[src/rtl/spi_reg_bank.sv]
// spi_reg_bank: register bank behind the SPI slave (CTRL regs, CMD pulse, STATUS, WR_CNT, ERR, ID)
// Ports: clk/rst (sync, active-high); rx_wr/rx_addr/rx_data write strobe from the slave
//        (rx_addr[7]=1 write, [6:0] offset); tx_data registered read data of rx_addr[6:0];
//        status_in chip status; reg_out flattened CTRL regs; start_pulse one-cycle CMD pulse.
// Optional: define SPI_REG_LOCK_EN to add the LOCK register at offset 0x24.
module spi_reg_bank #(
    parameter int         NUM_REGS = 16,
    parameter logic [7:0] ID_VAL   = 8'hC5
) (
    input  logic                  clk,
    input  logic                  rst,
    input  logic                  rx_wr,
    input  logic [7:0]            rx_addr,
    input  logic [7:0]            rx_data,
    output logic [7:0]            tx_data,
    input  logic [7:0]            status_in,
    output logic [NUM_REGS*8-1:0] reg_out,
    output logic                  start_pulse
);
    localparam int         AW    = (NUM_REGS > 1) ? $clog2(NUM_REGS) : 1;
    localparam logic [6:0] NREGS = 7'(NUM_REGS);

    logic [NUM_REGS-1:0][7:0] r_ctrl;
    logic [7:0]               r_status;
    logic [7:0]               r_wr_cnt;
    logic [1:0]               r_err;
    logic                     r_start;
    logic [7:0]               r_tx;
    logic [6:0]               w_off;
    logic                     w_acc;
    logic                     w_is_ctrl;
    logic                     w_locked;
    logic                     w_lock_wr;
    logic                     w_ctrl_wr;
    logic                     w_cmd_wr;
    logic                     w_bad_wr;
    logic                     w_lock_err;
    logic                     w_clr;
    logic [7:0]               w_rd;

    assign w_off      = rx_addr[6:0];
    assign w_acc      = rx_wr & rx_addr[7];
    assign w_is_ctrl  = w_off < NREGS;
    assign w_ctrl_wr  = w_acc & w_is_ctrl & ~w_locked;
    assign w_lock_err = w_acc & w_is_ctrl & w_locked;
    assign w_cmd_wr   = w_acc & (w_off == 7'h20);
    assign w_bad_wr   = w_acc & ~w_is_ctrl & ~w_cmd_wr & ~w_lock_wr;
    // clear takes priority over the increment of the same CMD write
    assign w_clr      = w_cmd_wr & rx_data[1];

`ifdef SPI_REG_LOCK_EN
    logic r_lock;
    assign w_locked  = r_lock;
    assign w_lock_wr = w_acc & (w_off == 7'h24);
    always_ff @(posedge clk) begin
        if (rst)
            r_lock <= 1'b1;
        else if (w_lock_wr)
            r_lock <= (rx_data != 8'hA5);
    end
`else
    assign w_locked  = 1'b0;
    assign w_lock_wr = 1'b0;
`endif

    // read mux sees pre-write contents, so a write reloads tx_data with old data
    always_comb begin
        w_rd = 8'h00;
        if (w_is_ctrl)
            w_rd = r_ctrl[w_off[AW-1:0]];
        else if (w_off == 7'h21)
            w_rd = r_status;
        else if (w_off == 7'h22)
            w_rd = r_wr_cnt;
        else if (w_off == 7'h23)
            w_rd = {6'b0, r_err};
        else if (w_off == 7'h7F)
            w_rd = ID_VAL;
`ifdef SPI_REG_LOCK_EN
        else if (w_off == 7'h24)
            w_rd = {7'b0, r_lock};
`endif
    end

    always_ff @(posedge clk) begin
        if (rst) begin
            r_ctrl   <= '0;
            r_status <= '0;
            r_wr_cnt <= '0;
            r_err    <= '0;
            r_start  <= 1'b0;
            r_tx     <= '0;
        end else begin
            r_status <= status_in;
            r_tx     <= w_rd;
            r_start  <= w_cmd_wr & rx_data[0];
            if (w_ctrl_wr)
                r_ctrl[w_off[AW-1:0]] <= rx_data;
            if (w_clr)
                r_wr_cnt <= 8'h00;
            else if (w_ctrl_wr | w_cmd_wr | w_lock_wr)
                r_wr_cnt <= r_wr_cnt + 8'd1;
            r_err <= w_clr ? 2'b00 : (r_err | {w_lock_err, w_bad_wr});
        end
    end

    assign tx_data     = r_tx;
    assign reg_out     = r_ctrl;
    assign start_pulse = r_start;
endmodule

[config.mk]
export PLATFORM = sky130hd
export DESIGN_NAME = spi_reg_bank
export DESIGN_NICKNAME = d
export VERILOG_FILES = /design/src/rtl/spi_reg_bank.sv
export SDC_FILE = /design/constraint.sdc
export NUM_CORES = 1
export LEC_CHECK = 0
export ABC_AREA = 0
export ABC_CLOCK_PERIOD_IN_PS = 2750
export BUFFER_PORTS_ARGS = -buffer_cell sky130_fd_sc_hd__buf_2
export CAP_MARGIN = 20
export CORE_MARGIN = 3
export CORE_UTILIZATION = 54
export DETAILED_ROUTE_END_ITERATION = 6
export GPL_ROUTABILITY_DRIVEN = 0
export PLACE_DENSITY_LB_ADDON = 0.25
export RECOVER_POWER = 50
export SLEW_MARGIN = 0
export SYNTH_ARGS = -nofsm -noshare
export SYNTH_HDL_FRONTEND = slang
export SYNTH_SLANG_ARGS = --single-unit
[constraint.sdc]
create_clock -name clk -period 2.75 [get_ports clk]
set_input_delay 0.55 -clock clk [delete_from_list [all_inputs] [get_ports clk]]
set_output_delay 0.55 -clock clk [all_outputs]
set_load 0.02 [all_outputs]
== Word level (Yosys, flattened, before mapping) ==
Index checks and enable logic that the tools add are counted.

* Flip-flop bits (word level): 155
* Output and inout bits: 137
* Word-level logic and storage cells: 53
* Input bits: 27

* Bitwise logic cells: 11
* Eq/ne operators: 5
* Reduce and logical (&&, ||, !) cells: 2
* Mux-type cells: 10
* $lt $le $gt $ge: 3
* Add/subtract/negate cells: 1

{| class="wikitable"
|+ Operators with widths
! operator !! number
|-
| bitwise mux 128 bit || 1
|-
| 2-to-1 mux 8 bit || 7
|-
| binary-select mux 8 bit (select 4 bit) || 1
|-
| demux 8 bit (select 4 bit) || 1
|-
| equality test 7 x 6 -> 1 bit, second input constant || 4
|-
| adder 8 x 1 -> 8 bit, second input constant || 1
|-
| bitwise AND 1 bit || 7
|-
| equality test 7 bit, second input constant || 1
|-
| less-than comparator 7 x 5 -> 1 bit, second input constant || 1
|-
| less-than comparator 4 x 5 -> 1 bit, second input constant || 1
|-
| greater-or-equal comparator 4 x 1 -> 1 bit, second input constant || 1
|-
| NOT 1 bit || 2
|-
| OR 2 x 1 -> 2 bit || 1
|-
| OR reduction 2 bit || 1
|-
| logical AND 1 bit || 1
|-
| OR 1 bit || 1
|}

== Logic depth before layout (Yosys ltp) ==
* Word-level depth: 6
* Gate-level depth with buffers: 7
* Mapped depth without buffers: 4

== Worst setup path before layout ==
No wires, ideal clock.

* Kind: input to register
* Start: input rx_addr[0]
* End: register r_wr_cnt[7]
* Buffers on the path: 1
* Stages on the path: 5
* Data arrival time: 2.081 ns
* Required time: 2.678 ns
* Setup slack: 0.597 ns
* Library setup time: 0.072 ns
* Cell sequence: buf_6 o41ai_4 or4b_4 or3_1 a21oi_1

* Longest elaborated chain between the ends: 4
* Elaborated cells on any way between the ends: 7
* Classes of those cells: order compare: 1; eq/ne: 1; bitwise: 4; reduce/logical: 1

{| class="wikitable"
|+ RTL lines
! item !! RTL line !! RTL
|-
| from (decl) || 13 || <nowiki>input logic [7:0] rx_addr,</nowiki>
|-
| branches (longest 4 deep; another with less-than comparator 7 x 5 -> 1 bit) || - ||
|-
| to (signal assigned) || 102 || <nowiki>r_wr_cnt <= r_wr_cnt + 8'd1;</nowiki>
|-
| to (decl) || 25 || <nowiki>logic [7:0] r_wr_cnt;</nowiki>
|}

Several ways; the timed one is not identified.
A chain may end at the register's enable or synchronous reset.

== Worst setup path after layout ==
* Start: input rx_addr[3]
* End: register r_tx[4], in the netlist tx_data[4]

* Longest elaborated chain between the ends: 5
* Elaborated cells on any way between the ends: 10
* Classes of those cells: order compare: 1; eq/ne: 3; mux: 6

{| class="wikitable"
|+ RTL lines
! item !! RTL line !! RTL
|-
| equality test 7 x 6 -> 1 bit || 75 || <nowiki>else if (w_off == 7'h23)</nowiki>
|-
| 2-to-1 mux 8 bit || 75 ||
|-
| 2-to-1 mux 8 bit || 73 || <nowiki>else if (w_off == 7'h22)</nowiki>
|-
| 2-to-1 mux 8 bit || 71 || <nowiki>else if (w_off == 7'h21)</nowiki>
|-
| 2-to-1 mux 8 bit * || 69 || <nowiki>if (w_is_ctrl)</nowiki>
|-
| to (signal assigned) || 95 || <nowiki>r_tx <= w_rd;</nowiki>
|-
| to (decl) || 28 || <nowiki>logic [7:0] r_tx;</nowiki>
|}

Every way passes the cells marked *; elsewhere a longest branch is shown, timed or not. The select of a mux whose other input is x is not followed.

==> out/results.ini <==
[grt]
grt_usage_pct=29.30
grt_pass1_wl_mm=32.51
antenna_found_initial=0
grt-ovfl-total=0
grt_max_degree=81
grt_pass1_vias=5851

[clock_network]
cts_buffers=17
postCtsSetupRepairBufs=0
hold_buffers=0
max-clock-path-buffers=2
clock_sinks=154
cts_tree=yes
clk_latency_ns=0.43
clock-root-buffer=clkbuf_16
cts_max_level=4
clk_pin_slew_worst_paths_ns=0.06
ctsResizeCount=0

[final_layout]
postLayoutCellArea_um2=8586
nNetsFinal=846
n_fill_cell=1017
final_common_cell=dfxtp_1
syn_to_final_growth_pct=23.28
mostFrequentLayoutCells=dfxtp_1 (154), nor2_1 (138), clkbuf_1 (136)
diodes=0
drive_above_1_share_pct=18.41
fin_util_pct=69.74

[floorplan]
initial_core_util_pct=56.57
die_w_um=119.6
ios=164
die-area_um2=14300
fp.dieH_um=119.6
core_area_um2=12310
num_rows=40

[timing]
relSlewSlack_pct=-4.341
worstMarginPinSlew_ns=1.565
setup_viol=0
drv_slew=81
max_freq_ghz=0.4838
final-hold-violation-count=0
finClkSkew_ns=0.004604
rsz0062_at_grt=no
fin_crit_ns=2.067
period_share_pct=75.16
setup_tns_ns=0

[synth]
syn_nets=673
syn-cell-area_um2=6964
synth-seq-cells=154
yosys_warnings=0
synthArstFlopShare_pct=0
yosysSeqAreaShare_pct=44.27
ys_top_cells_by_area=dfxtp_1 (44%), mux2i_1 (19%), mux4_2 (8.7%)
synth_edf_count=0
synth_top_cell_area_share_pct=44.27
yosys.area.top_type=dfxtp_1
ys_types=49
syn_inst=645
synth-main-ff-cell=dfxtp_1
avgSynthCellArea_um2=10.80

[place]
place_area_um2=8150
io_buffers=163
dp_hpwl_mm=14.93

[run_status]
violations=capacitance limit, slew limit
status=finished, violations left

[drt]
first_pass_iters=4
drt-total-wl_mm=20.80
post-route-drc-count=0
vias_per_cell=5.862
drtIter0Drc=426
ant_nets=0
vias=5856
wl_per_cell_um=20.82

[critical_path]
slowest_stage=mux4_2
cp.depth=6
r2r_setup_slack_ns=1.07
critPathCapture=tx_data[4]
endpoint_kind=register
start_kind=input pin
crit_type=in2reg
critical-path-top-delay-family=buffers and inverters
cp_cell_sequence=buf_2 -> buf_12 -> mux4_2 -> a22oi_1 -> nand3_1 -> and3_1
crit_start=rx_addr[3]
reg2reg_from=r_wr_cnt[2]
regToRegEndpoint=r_wr_cnt[7]
crit_fanout=19
cp.required_ns=3.07
critical_path.max_stage_delay_ns=0.50
crit_buf_inv=2
rr_worst_depth=4
cp.arrival_ns=2.39

[power_and_ir_drop]
p_leak_nw=3.041
peakVddDrop_v=0.0003452
totalPowerFinal_mw=4.951
power.density_nw_per_um2=576.6

[job]
max-cap-violations=1

[hold_path]
min_path_type=in2reg

==> routing by layer <==
| metal | vias up | wire (um) | track usage [%] |
|---|---|---|---|
| li1 | 2642 | - | - |
| met1 | 2890 | 8653 | 37.95 |
| met2 | 278 | 9760 | 46.47 |
| met3 | 46 | 1821 | 8.812 |
| met4 | 0 | 563 | 10.95 |
| met5 | - | 0 | 0 |
==> how the worst min path moves through the flow <==
stage / from / end / slack [ns] / depth (start not counted)
floorplan: r_err[0] / r_err[0] / 0.44 / 2
global route: status_in[3] / r_status[3] / 0.32 / 2
global placement: r_wr_cnt[7] / r_wr_cnt[7] / 0.48 / 2
CTS: status_in[3] / r_status[3] / 0.32 / 2
detailed placement: r_err[0] / r_err[0] / 0.49 / 2
finish: status_in[3] / r_status[3] / 0.33 / 2
==> cell type report <==
type                    count  area [um^2]  share of cell area, %
multi-input cells         440         3656                  42.58
flip-flops and latches    154         3083                  35.91
well taps                 168        210.2                  2.448
repair buffers            203         1021                  11.89
clock buffers              18        439.2                  5.115
inverters                   2        7.507                0.08744
clock inverters            14        168.9                  1.967
==> synth_stat cells, types with 2 or more instances <==
master,number
a21o_1,3
a21oi_1,11
a22o_1,2
a22oi_1,11
a311oi_1,2
a31oi_1,4
and3_1,5
buf_1,5
buf_2,12
buf_4,2
buf_6,2
clkbuf_1,27
dfxtp_1,154
inv_1,2
mux2_2,6
mux2i_1,131
mux4_2,27
nand2_1,11
nand2_2,2
nand2b_1,4
nand3_1,13
nand4_1,2
nor2_1,138
nor2b_1,14
nor3_1,2
nor4_1,3
nor4_4,15
o21ai_0,6
o31ai_1,3
or3_1,3
xor2_1,5
==> per-stage QoR <==
step	hold slack [ns]	std cells	setup slack [ns]
6_report	0.3309	999	0.6831
5_1_grt	0.3218	999	0.6558
4_1_cts	0.3217	999	0.7228
3_5_place_dp	0.4850	967	0.2693
3_3_place_gp	0.4792	967	0.3126
2_1_floorplan	0.4375	645	0.5970
==> sequential cells by signal, indices dropped and copies added (netlist names) <==
| register | cells |
|---|---|
| reg_out | 128 |
| r_status | 8 |
| r_wr_cnt | 8 |
| tx_data | 8 |
| r_err | 1 |
| start_pulse | 1 |
==> logic make-up after synthesis <==
family / count (synthesis) / synth area share, %
simple gates: 221 / 17.77
buf+inv: 51 / 3.306
xor+xnor: 5 / 0.6288
flops: 154 / 44.27
mux: 165 / 28.91
fa+ha+maj: 1 / 0.1796
compound gates: 48 / 4.941
==> where the power goes <==
part / switching (mW) / leakage (nW) / internal [mW] / total (mW)
sequential: 0.00776 / 1.24 / 2.24 / 2.25
combinational: 0.200 / 1.50 / 0.0864 / 0.287
clock: 0.959 / 0.297 / 1.45 / 2.41
total: 1.17 / 3.04 / 3.78 / 4.95
Note: power is estimated with default switching activity, not from simulation.
